==> config.mk <==
export PLATFORM = sky130hd
export DESIGN_NAME = div_iter_flat
export DESIGN_NICKNAME = d
export VERILOG_FILES = /design/src/rtl/div_iter_if.sv /design/src/rtl/div_iter.sv /design/src/flat_wrapper.sv
export SDC_FILE = /design/constraint.sdc
export NUM_CORES = 1
export LEC_CHECK = 0
export ABC_AREA = 1
export CAP_MARGIN = 10
export CORE_UTILIZATION = 46
export CTS_CLUSTER_DIAMETER = 120
export DETAILED_ROUTE_END_ITERATION = 10
export GPL_TIMING_DRIVEN = 0
export PLACE_DENSITY_LB_ADDON = 0.08
export SETUP_SLACK_MARGIN = 0.2
export SLEW_MARGIN = 40
export SYNTH_ARGS = -nofsm -noshare
export SYNTH_HDL_FRONTEND = slang
export SYNTH_SLANG_ARGS = --single-unit
==> constraint.sdc <==
create_clock -name clk -period 2.35 [get_ports clk]
set_input_delay 0.705 -clock clk [delete_from_list [all_inputs] [get_ports clk]]
set_output_delay 0.705 -clock clk [all_outputs]
set_load 0.02 [all_outputs]
==> src/rtl/div_iter_if.sv <==
// Handshake and operand/result bundle between the E-stage MDU control and the
// iterative divider.
//   master: pipeline side, drives start/flush/opcode/operands, receives results
//   slave : divider side
interface div_iter_if #(
    parameter int unsigned XLEN = 32
);
    logic            FlushE;
    logic            DivStartE;
    logic [2:0]      Funct3E;
    logic            W64E;
    logic [XLEN-1:0] ForwardedSrcAE;
    logic [XLEN-1:0] ForwardedSrcBE;
    logic            DivBusyE;
    logic            DivDoneE;
    logic [XLEN-1:0] QuotE;
    logic [XLEN-1:0] RemE;

    modport master (
        output FlushE, DivStartE, Funct3E, W64E, ForwardedSrcAE, ForwardedSrcBE,
        input  DivBusyE, DivDoneE, QuotE, RemE
    );

    modport slave (
        input  FlushE, DivStartE, Funct3E, W64E, ForwardedSrcAE, ForwardedSrcBE,
        output DivBusyE, DivDoneE, QuotE, RemE
    );
endinterface

==> src/rtl/div_iter.sv <==
// Iterative radix-2 restoring divider for RISC-V DIV/DIVU/REM/REMU (and the
// W variants when XLEN=64). One quotient bit per cycle, then a sign fix-up
// cycle, then a one-cycle done pulse with quotient and remainder.
//   clk   : clock, rising edge
//   reset : asynchronous active-low reset
//   bus   : div_iter_if slave (start/flush/opcode/operands in, busy/done/results out)
module div_iter #(
    parameter int unsigned XLEN = 32
) (
    input  logic      clk,
    input  logic      reset,
    div_iter_if.slave bus
);
    localparam int unsigned CW = $clog2(XLEN) + 1;

    typedef enum logic [1:0] {IDLE, DIV, FIX, DONE} state_t;

    state_t          state, state_d;
    logic [CW-1:0]   cnt, cnt_d;
    logic [XLEN-1:0] q_r, q_d;
    logic [XLEN-1:0] r_r, r_d;
    logic [XLEN-1:0] b_r, b_d;
    logic            w_r, w_d;
    logic            negq_r, negq_d;
    logic            negr_r, negr_d;
    logic            busy_q, busy_d;
    logic            done_q, done_d;
    logic [XLEN-1:0] quot_q, quot_d;
    logic [XLEN-1:0] rem_q, rem_d;

    // Low-32 mask in word mode, all ones otherwise.
    function automatic logic [XLEN-1:0] width_mask(input logic w);
        width_mask = w ? XLEN'(32'hFFFF_FFFF) : '1;
    endfunction

    // Sign-extend bit 31 over the upper half in word mode.
    function automatic logic [XLEN-1:0] sext_w(input logic [XLEN-1:0] x, input logic w);
        logic [XLEN-1:0] m;
        m      = width_mask(1'b1);
        sext_w = w ? ((x & m) | ({XLEN{x[31]}} & ~m)) : x;
    endfunction

    // Operand decode at the effective width.
    logic            w_in, sgn_in, a_neg, b_neg, b_zero, ovf;
    logic [XLEN-1:0] mask_in, msb_in, a_t, b_t, a_mag, b_mag, spc_q, spc_r;

    always_comb begin
        w_in    = (XLEN == 64) && bus.W64E;
        sgn_in  = ~bus.Funct3E[0];
        mask_in = width_mask(w_in);
        msb_in  = w_in ? XLEN'(32'h8000_0000) : {1'b1, {(XLEN-1){1'b0}}};
        a_t     = bus.ForwardedSrcAE & mask_in;
        b_t     = bus.ForwardedSrcBE & mask_in;
        a_neg   = sgn_in && ((a_t & msb_in) != '0);
        b_neg   = sgn_in && ((b_t & msb_in) != '0);
        a_mag   = a_neg ? ((-a_t) & mask_in) : a_t;
        b_mag   = b_neg ? ((-b_t) & mask_in) : b_t;
        b_zero  = (b_t == '0);
        ovf     = sgn_in && (a_t == msb_in) && (b_t == mask_in);
        spc_q   = b_zero ? mask_in : a_t;
        spc_r   = b_zero ? a_t : '0;
    end

    // Opcode bits [2:1] only select DIV vs REM, and both results are produced.
    logic unused_in;
    assign unused_in = &{1'b0, bus.Funct3E[2:1], bus.W64E};

    // One restoring step: shift {rem, quot} left, trial-subtract the divisor.
    logic            shin;
    logic [XLEN:0]   rem_sh, diff;
    logic [XLEN-1:0] mask_r, qm, q_fix, r_fix;

    always_comb begin
        shin   = w_r ? q_r[31] : q_r[XLEN-1];
        rem_sh = {r_r, shin};
        diff   = rem_sh - {1'b0, b_r};
        mask_r = width_mask(w_r);
        qm     = q_r & mask_r;
        q_fix  = sext_w((negq_r ? -qm : qm) & mask_r, w_r);
        r_fix  = sext_w((negr_r ? -r_r : r_r) & mask_r, w_r);
    end

    // Next-state and datapath next values.
    always_comb begin
        state_d = state;
        cnt_d   = cnt;
        q_d     = q_r;
        r_d     = r_r;
        b_d     = b_r;
        w_d     = w_r;
        negq_d  = negq_r;
        negr_d  = negr_r;
        quot_d  = quot_q;
        rem_d   = rem_q;

        unique case (state)
            IDLE: begin
                if (bus.DivStartE && !bus.FlushE) begin
                    w_d    = w_in;
                    negq_d = a_neg ^ b_neg;
                    negr_d = a_neg;
                    if (b_zero || ovf) begin
                        quot_d  = sext_w(spc_q, w_in);
                        rem_d   = sext_w(spc_r, w_in);
                        state_d = DONE;
                    end else begin
                        q_d     = a_mag;
                        r_d     = '0;
                        b_d     = b_mag;
                        cnt_d   = w_in ? CW'(32) : CW'(XLEN);
                        state_d = DIV;
                    end
                end
            end
            DIV: begin
                if (diff[XLEN]) begin
                    r_d = rem_sh[XLEN-1:0];
                    q_d = {q_r[XLEN-2:0], 1'b0};
                end else begin
                    r_d = diff[XLEN-1:0];
                    q_d = {q_r[XLEN-2:0], 1'b1};
                end
                cnt_d = cnt - CW'(1);
                if (cnt == CW'(1)) begin
                    state_d = FIX;
                end
            end
            FIX: begin
                quot_d  = q_fix;
                rem_d   = r_fix;
                state_d = DONE;
            end
            DONE: begin
                state_d = IDLE;
            end
            default: state_d = IDLE;
        endcase

        // Flush aborts from any state and never publishes results.
        if (bus.FlushE) begin
            state_d = IDLE;
            quot_d  = quot_q;
            rem_d   = rem_q;
        end
    end

    assign busy_d = (state_d != IDLE);
    assign done_d = (state_d == DONE);

    // State, datapath and output registers.
    always_ff @(posedge clk or negedge reset) begin
        if (!reset) begin
            state  <= IDLE;
            cnt    <= '0;
            q_r    <= '0;
            r_r    <= '0;
            b_r    <= '0;
            w_r    <= 1'b0;
            negq_r <= 1'b0;
            negr_r <= 1'b0;
            busy_q <= 1'b0;
            done_q <= 1'b0;
            quot_q <= '0;
            rem_q  <= '0;
        end else begin
            state  <= state_d;
            cnt    <= cnt_d;
            q_r    <= q_d;
            r_r    <= r_d;
            b_r    <= b_d;
            w_r    <= w_d;
            negq_r <= negq_d;
            negr_r <= negr_d;
            busy_q <= busy_d;
            done_q <= done_d;
            quot_q <= quot_d;
            rem_q  <= rem_d;
        end
    end

    assign bus.DivBusyE = busy_q;
    assign bus.DivDoneE = done_q;
    assign bus.QuotE    = quot_q;
    assign bus.RemE     = rem_q;
endmodule

==> src/flat_wrapper.sv <==
// flat-port wrapper written by rule: the top's interface ports become plain ports
module div_iter_flat 
#(
    parameter int unsigned XLEN = 32
)
  (clk, reset, bus_FlushE, bus_DivStartE, bus_Funct3E, bus_W64E, bus_ForwardedSrcAE, bus_ForwardedSrcBE, bus_DivBusyE, bus_DivDoneE, bus_QuotE, bus_RemE);
  div_iter_if #(.XLEN(XLEN)) bus_i ();
  input  logic clk;
  input  logic reset;
  input wire logic [$bits(bus_i.FlushE)-1:0] bus_FlushE;
  input wire logic [$bits(bus_i.DivStartE)-1:0] bus_DivStartE;
  input wire logic [$bits(bus_i.Funct3E)-1:0] bus_Funct3E;
  input wire logic [$bits(bus_i.W64E)-1:0] bus_W64E;
  input wire logic [$bits(bus_i.ForwardedSrcAE)-1:0] bus_ForwardedSrcAE;
  input wire logic [$bits(bus_i.ForwardedSrcBE)-1:0] bus_ForwardedSrcBE;
  output wire logic [$bits(bus_i.DivBusyE)-1:0] bus_DivBusyE;
  output wire logic [$bits(bus_i.DivDoneE)-1:0] bus_DivDoneE;
  output wire logic [$bits(bus_i.QuotE)-1:0] bus_QuotE;
  output wire logic [$bits(bus_i.RemE)-1:0] bus_RemE;
  assign bus_i.FlushE = bus_FlushE;
  assign bus_i.DivStartE = bus_DivStartE;
  assign bus_i.Funct3E = bus_Funct3E;
  assign bus_i.W64E = bus_W64E;
  assign bus_i.ForwardedSrcAE = bus_ForwardedSrcAE;
  assign bus_i.ForwardedSrcBE = bus_ForwardedSrcBE;
  assign bus_DivBusyE = bus_i.DivBusyE;
  assign bus_DivDoneE = bus_i.DivDoneE;
  assign bus_QuotE = bus_i.QuotE;
  assign bus_RemE = bus_i.RemE;
  div_iter #(.XLEN(XLEN)) u_core (.clk(clk), .reset(reset), .bus(bus_i));
endmodule
==> impl_results.md, run 1 <==
* Initial Utilization at 46.76%
* Hold WS at 191.2 ps
* Final Wtd Congestion at 0.9848
* Routed WL at 57930 um
* Setup violations, final at 0
* Clock latency at the later pin of the worst-skew pair at 460 ps
* Vias in the first global route at 14990
* H-Tree Depth at 4
* Clock Sinks at 172
* Area share of the leading cell type in the synthesized netlist at 30.01%
* Drc violations at 0
* Register bit total from synthesis at 172
* Die area at 0.03188 mm2
* Cell count of the worst reg-to-reg path at 17
* Total congestion overflow after global routing at 0
* Chip Width at 178.6 um
* Number of nets produced by synthesis at 2467
* Average size of a mapped cell at 6.089 um2
* Final number of max-transition violations at 0
* Synthesis Warnings at 0
* Drt first-iter violations at 1779
* Run status: complete, no violations
* Detailed-route wire length per cell at 19.23 um
* Clock slew seen by the registers of the worst setup and hold paths at 70 ps
* Number of top-level pins at 138
* Ys async rst share at 100.0%
* Worst min-delay path category: in2async
* Min Clock Period, post-route at 2349 ps
* Post-Synthesis Cell Area at 0.01434 mm2
* First-pass GRT wire length at 86240 um
* Setup skew after layout at 16.81 ps
* Actual slew at the worst max-slew pin at 656.0 ps
* Synth top cells by count: nand2_1 (844), inv_1 (291), nand3_1 (253)
* # rows at 64
* Reported max-cap violation count at 0
* Nature of the critical path endpoint: flip-flop
* Part of the cycle the worst path needs at 99.95%
* Clock tree from TritonCTS: built
* Critical Path Fanout Max at 5
* Setup slack, reg-to-reg at 1 ps
* Relative contribution of the clock network to total power at 13.5%
* Maximum buffer depth of the clock tree at 2
* Count of flip-flops with a built-in enable after synthesis at 0
* LEAKAGE at 9.877 nW
* Detailed-route vias per instance at 5.530
* Total routing resource utilization after global routing at 36.50%
* Flop pwr share at 23.4%
* Distinct cell type count after synthesis at 45
* Top cell type by total area after synthesis: dfrtp_1
* Most frequently used cell type in the post-synthesis netlist: nand2_1
* Unrepaired setup endpoints after global routing: yes
* Detailed-route via count at 16660
* Height of the die at 178.6 um
* Crit start category: flip-flop
* Total clock buffers created by CTS at 17
* Area after detailed placement at 0.01632 mm2
* Final hold violation count at 0
* Category of the most critical setup path: reg2reg
* Internal Pwr Total at 10.44 mW
* Logic pwr share at 63.2%
* Final #Nets at 2715
* Top flip-flop cell by instance count after synthesis: dfrtp_1
* Maximum clock frequency at 425.7 MHz
* Layout cell share with drive strength beyond 1 at 19.23%
* Number of antenna violations at the first check in global routing at 2
* Buffer type at the clock tree root: clkbuf_16
* Detailed Place HPWL at 45290 um
* Reg2reg start: u_core.b_r[0]
* Sw power at 10.65 mW
* Capture instance of the worst register-to-register path: u_core.r_r[12]
* Area contributors post-synth: dfrtp_1 (30%), nand2_1 (22%), nand3_1 (8.8%), inv_1 (7.6%), nor2_1 (5.8%)
* Input/output buffers at 134
* Signed area change from the synthesized netlist to the final layout at 31.21%
* Maximum number of pins on one net before global-route repair at 69
* Worst-case vdd ir drop at 0.6496 mV
* Data required time at the worst endpoint at 2690 ps
* Cell Pwr Density at 1121 mW/mm2
* Routed Antenna Nets at 0
* Core region area at 0.03067 mm2
* Post-synthesis sequential area ratio at 30.01%
* Count of TritonRoute iterations in the first routing pass at 6
* Arrival time of the worst setup path at 2690 ps
* Max-Slew Margin vs Limit at 56.27%
* Instance count of the mapped netlist at 2355
* Switching share of power at 50.49%
* Final design area excluding fillers at 0.01882 mm2
critical path, cell delays in order, from the launching register on:
cell,delay [ps]
dfrtp_2,470
ha_4,190
fa_2,340
inv_2,60
nand2_1,50
nand2_1,90
nand3_2,80
nand2_2,90
nand2_2,70
nand2_2,90
nand2_4,100
nand2_8,110
nand2_8,80
nand2_8,110
buf_8,130
nand2_2,60
nand3_2,60
nand2_1,60
worst max path at each step:
stage,start,to,slack (ps)
after global routing,u_core.b_r[26],u_core.r_r[12],-130
after detailed placement,bus_ForwardedSrcAE[18],u_core.q_r[12],-1000
after floorplan,u_core.b_r[0],u_core.r_r[20],190
after CTS,u_core.b_r[0],u_core.r_r[12],7
after global placement,reset,u_core.q_r[3],-6700
final,u_core.b_r[0],u_core.r_r[12],1
registers in the layout (all words and copies together) (netlist names):
| register | cells |
|---|---|
| u_core.q_r | 32 |
| u_core.cnt | 6 |
| u_core.bus.DivDoneE | 1 |
| u_core.r_r | 32 |
| u_core.state | 2 |
| u_core.negq_r | 1 |
| u_core.negr_r | 1 |
| u_core.bus.RemE | 32 |
| u_core.bus.DivBusyE | 1 |
| u_core.bus.QuotE | 32 |
| u_core.b_r | 32 |
per-layer routing:
metal	up-vias	track usage, %	routed length (um)
met2	788	55.14	25330
met3	96	8.802	5689
li1	8025	-	-
met4	2	10.81	1525
met5	-	0	13
met1	7752	51.25	25370
power groups by stage:
stage,sequential [mW],combinational (mW),clock [mW]
6_report,4.92,13.3,2.84
2_1_floorplan,4.83,7.18,0
4_1_cts,4.86,12.0,2.86
3_5_place_dp,4.86,10.7,0
3_3_place_gp,4.86,10.6,0
5_1_grt,5.00,14.6,2.98
cell usage in the layout (no fill, tap or decap), drive strengths merged, types with 15 or more instances in the layout:
master        synthesis  final
dlygate4sd2           0     29
nor3                 28     28
nand4                37     37
nand3               261    261
a21oi                62     62
nand2               851    851
nand3b               15     15
nor2                229    229
dlymetal6s2s          0     34
buf                  36    165
o21ai               177    177
ha                   39     39
inv                 301    305
xor2                 43     43
dfrtp               172    172
clkbuf               39     73
what timing repair did:
item | 4_1_cts | 5_1_grt
pin swaps | 63 | 62
setup endpoints to repair | 193 | 198
resized for setup | 393 | 273
setup buffers | 59 | 29
hold buffers | 0 | 0
cloned | 4 | 1
final cells by class:
type,count,area (um2)
fill,2965,11850
multi-input combinational,1803,9649
clock inverter,12,128.9
clock buffer,20,446.7
buffer,75,514.2
inverter,305,1190
tap,396,495.5
sequential,172,4323
timing repair buffer,229,2066
antenna,1,2.502
cell families (layout without fill, tap and decap cells):
logic type / after synthesis / after routing / synth area share, %
compound gates: 277 / 277 / 10.34
xor+xnor: 57 / 57 / 3.481
fa+ha+maj: 40 / 40 / 3.542
buf+inv: 380 / 641 / 10.77
flops: 172 / 172 / 30.01
other cells: 0 / 1 / 0
simple gates: 1429 / 1429 / 41.86
per-stage QoR:
step | setup WS [ps] | total power [mW] | TNS, ps | util (%) | std cells
2_1_floorplan | 186.5 | 12.01 | 0 | - | 2355
3_3_place_gp | -6698 | 15.45 | -1291950 | 53.01 | 2885
3_5_place_dp | -995.1 | 15.57 | -141540 | 53.21 | 2887
4_1_cts | 6.533 | 19.70 | 0 | 58.78 | 2982
5_1_grt | -125.4 | 22.62 | -3865 | 61.34 | 3012
6_report | 1.096 | 21.09 | 0 | 61.35 | 3013
Note: power is estimated with default switching activity, not from simulation.
==> inputs of run 2 (changes only) <==
CORE_UTILIZATION = 40   (was 46)
clock period = 2.53 ns   (was 2.35 ns; I/O delays follow)
==> impl_results.md, run 2 (synthesized netlist as in run 1, its figures left out) <==
* Height of the die at 191.3 um (was 178.6 um)
* Post-placement cell count at 2946 (was 2887)
* Detailed-route via count at 16790 (was 16660)
* Maximum buffer depth of the clock tree at 2 (unchanged)
* Category of the most critical setup path: reg2reg (unchanged)
* Violated checks: setup timing
* Clock tree from TritonCTS: built (unchanged)
* Routed Antenna Nets at 0 (unchanged)
* Unrepaired setup endpoints after global routing: yes (unchanged)
* Layout cell share with drive strength beyond 1 at 17.99% (was 19.23%)
* Total clock buffers created by CTS at 17 (unchanged)
* Reg2reg start: u_core.q_r[31] (was u_core.b_r[0])
* Total congestion overflow after global routing at 0 (unchanged)
* Final #Nets at 2706 (was 2715)
* Setup TNS Final at -70.89 ps (was 0 ps)
* Critical Path Fanout Max at 5 (unchanged)
* Startpoint of the most critical setup path: u_core.q_r[31] (was u_core.b_r[0])
* Arrival time of the worst setup path at 2880 ps (was 2690 ps)
* Worst Slack Setup Final at -24.36 ps (was 1.096 ps)
* Final number of max-transition violations at 0 (unchanged)
* Most common cell after layout, fill and taps aside: nand2_1 (unchanged)
* Max-Slew Margin vs Limit at 48.43% (was 56.27%)
* Number of top-level pins at 138 (unchanged)
* Detailed-route wire length per cell at 19.99 um (was 19.23 um)
* Chip Width at 191.3 um (was 178.6 um)
* Setup skew after layout at 13.96 ps (was 16.81 ps)
* Setup slack, reg-to-reg at -20 ps (was 1 ps)
* Core region area at 0.03488 mm2 (was 0.03067 mm2)
* Buffer type at the clock tree root: clkbuf_16 (unchanged)
* Nature of the critical path endpoint: flip-flop (unchanged)
* Area of combinational cells with multiple inputs at 0.009651 mm2 (was 0.009649 mm2)
* Die area at 0.03661 mm2 (was 0.03188 mm2)
* Detailed-route vias per instance at 5.483 (was 5.530)
* Detailed Place HPWL at 47410 um (was 45290 um)
* Cell count of the worst reg-to-reg path at 18 (was 17)
* Input/output buffers at 134 (unchanged)
* Cell Pwr Density at 1082 mW/mm2 (was 1121 mW/mm2)
* Min Clock Period, post-route at 2554 ps (was 2349 ps)
* Routed WL at 61220 um (was 57930 um)
* Drc violations at 0 (unchanged)
* Worst min-delay path category: in2async (unchanged)
* CP Capture Point: u_core.r_r[7] (was u_core.r_r[12])
* Initial Utilization at 41.11% (was 46.76%)
* Total routing resource utilization after global routing at 33.48% (was 36.50%)
* # rows at 68 (was 64)
* LEAKAGE at 9.514 nW (was 9.877 nW)
* Routed wire length on met3 at 5958 um (was 5689 um)
* Actual slew at the worst max-slew pin at 773.5 ps (was 656.0 ps)
* Clock latency at the later pin of the worst-skew pair at 450 ps (was 460 ps)
* Final core area utilization at 54.10% (was 61.35%)
* Most frequent cells in the layout: nand2_1 (789), inv_1 (256), nand3_1 (202), nor2_1 (185), dfrtp_1 (162) (was nand2_1 (790), inv_1 (249), nand3_1 (221), nor2_1 (178), dfrtp_1 (157))
* Data required time at the worst endpoint at 2860 ps (was 2690 ps)
* Final hold violation count at 0 (unchanged)
* Signed area change from the synthesized netlist to the final layout at 31.59% (was 31.21%)
* Capture instance of the worst register-to-register path: u_core.r_r[7] (was u_core.r_r[12])
* Highest routing layer actually used: met5 (unchanged)
* Final Wtd Congestion at 0.9935 (was 0.9848)
* Vias in the first global route at 15520 (was 14990)
* H-Tree Depth at 4 (unchanged)
* Part of the cycle the worst path needs at 101.0% (was 99.95%)
* Setup violations, final at 7 (was 0)
* Area taken by flip-flops and latches at 0.004317 mm2 (was 0.004323 mm2)
* First-pass GRT wire length at 91250 um (was 86240 um)
* Crit start category: flip-flop (unchanged)
* Wl on met1 at 28020 um (was 25370 um)
* Amount of wire on met2 after detailed routing at 26130 um (was 25330 um)
* Worst-case vdd ir drop at 0.8189 mV (was 0.6496 mV)
* Run status: finished with violations (was complete, no violations)
* Drt first-iter violations at 1964 (was 1779)
* Final non-filler cell total at 3062 (was 3013)
* Reported max-cap violation count at 0 (unchanged)
* Number of antenna violations at the first check in global routing at 3 (was 2)
* Layout fillers at 3570 (was 2965)
* Clock slew seen by the registers of the worst setup and hold paths at 80 ps (was 70 ps)
* Number of antenna cells inserted at 0 (was 1)
* Maximum number of pins on one net before global-route repair at 72 (was 69)
* Count of TritonRoute iterations in the first routing pass at 6 (unchanged)
* Clock Sinks at 172 (unchanged)
* Maximum clock frequency at 391.5 MHz (was 425.7 MHz)
-- run 2: worst max-delay path, stage by stage (launching register included) --
cell and delay, ps:
dfrtp_1 390, clkinvlp_4 210, ha_4 220, fa_2 350, inv_2 80, nand2_2 50, nand2_2 70, nand3_2 80
nand2_4 90, nand2_4 60, nand2_4 90, nand2_8 80, nand2_8 110, nand2_8 80, nand2_8 100, buf_8 150
nand2_4 50, nand3_2 60, nand2_1 80
-- run 2: how the worst min path moves through the flow --
stage                              startpoint                   to  slack (ps)  cells past startpoint
after detailed placement  u_core.bus.QuotE[0]  u_core.bus.QuotE[0]         470                      2
final                                   reset        u_core.r_r[7]         250                      1
after global routing                    reset        u_core.r_r[7]         290                      1
after CTS                               reset       u_core.r_r[11]         260                      1
after floorplan                 u_core.q_r[2]        u_core.q_r[2]         450                      2
after global placement    u_core.bus.RemE[10]  u_core.bus.RemE[10]         460                      2
-- run 2: metal layers --
layer | vias to the layer above | global-route usage (%)
met5 | - | 0
met4 | 2 | 7.998
met3 | 72 | 6.829
met2 | 838 | 49.90
met1 | 7894 | 49.00
li1 | 7982 | -
-- run 2: cell type report --
| class | instances | area share [%] |
|---|---|---|
| Inverter | 305 | 6.292 |
| Clock inverter | 14 | 1.107 |
| Buffer | 75 | 2.858 |
| Clock buffer | 18 | 2.327 |
| Timing Repair Buffer | 220 | 10.38 |
| Sequential cell | 172 | 22.87 |
| Tap cell | 455 | 3.017 |
| Multi-Input combinational cell | 1803 | 51.14 |
-- run 2: timing repair --
| item | CTS | global route |
|---|---|---|
| setup buffers | 44 | 35 |
| gates cloned | 3 | 2 |
| pin swaps | 54 | 77 |
| gates resized for setup | 311 | 242 |
| hold buffers | 0 | 0 |
| endpoints found under the setup margin | 169 | 164 |
-- run 2: power by group --
group	switching, mW	internal, mW
logic	8.16	4.77
registers	0.948	3.58
clock network	1.26	1.70
total	10.4	10.1
-- run 2: metrics by stage --
step / worst slack, ps / hold WS, ps / power, mW / cell area (um2)
CTS: 76.09 / 264.6 / 19.06 / 18120
finish: -24.36 / 251.2 / 20.42 / 18870
floorplan: 218.1 / 448.9 / 11.11 / 14340
global placement: -6873 / 463.6 / 14.38 / 16250
detailed placement: -1092 / 466.8 / 14.48 / 16320
global route: -91.37 / 288.4 / 21.85 / 18870
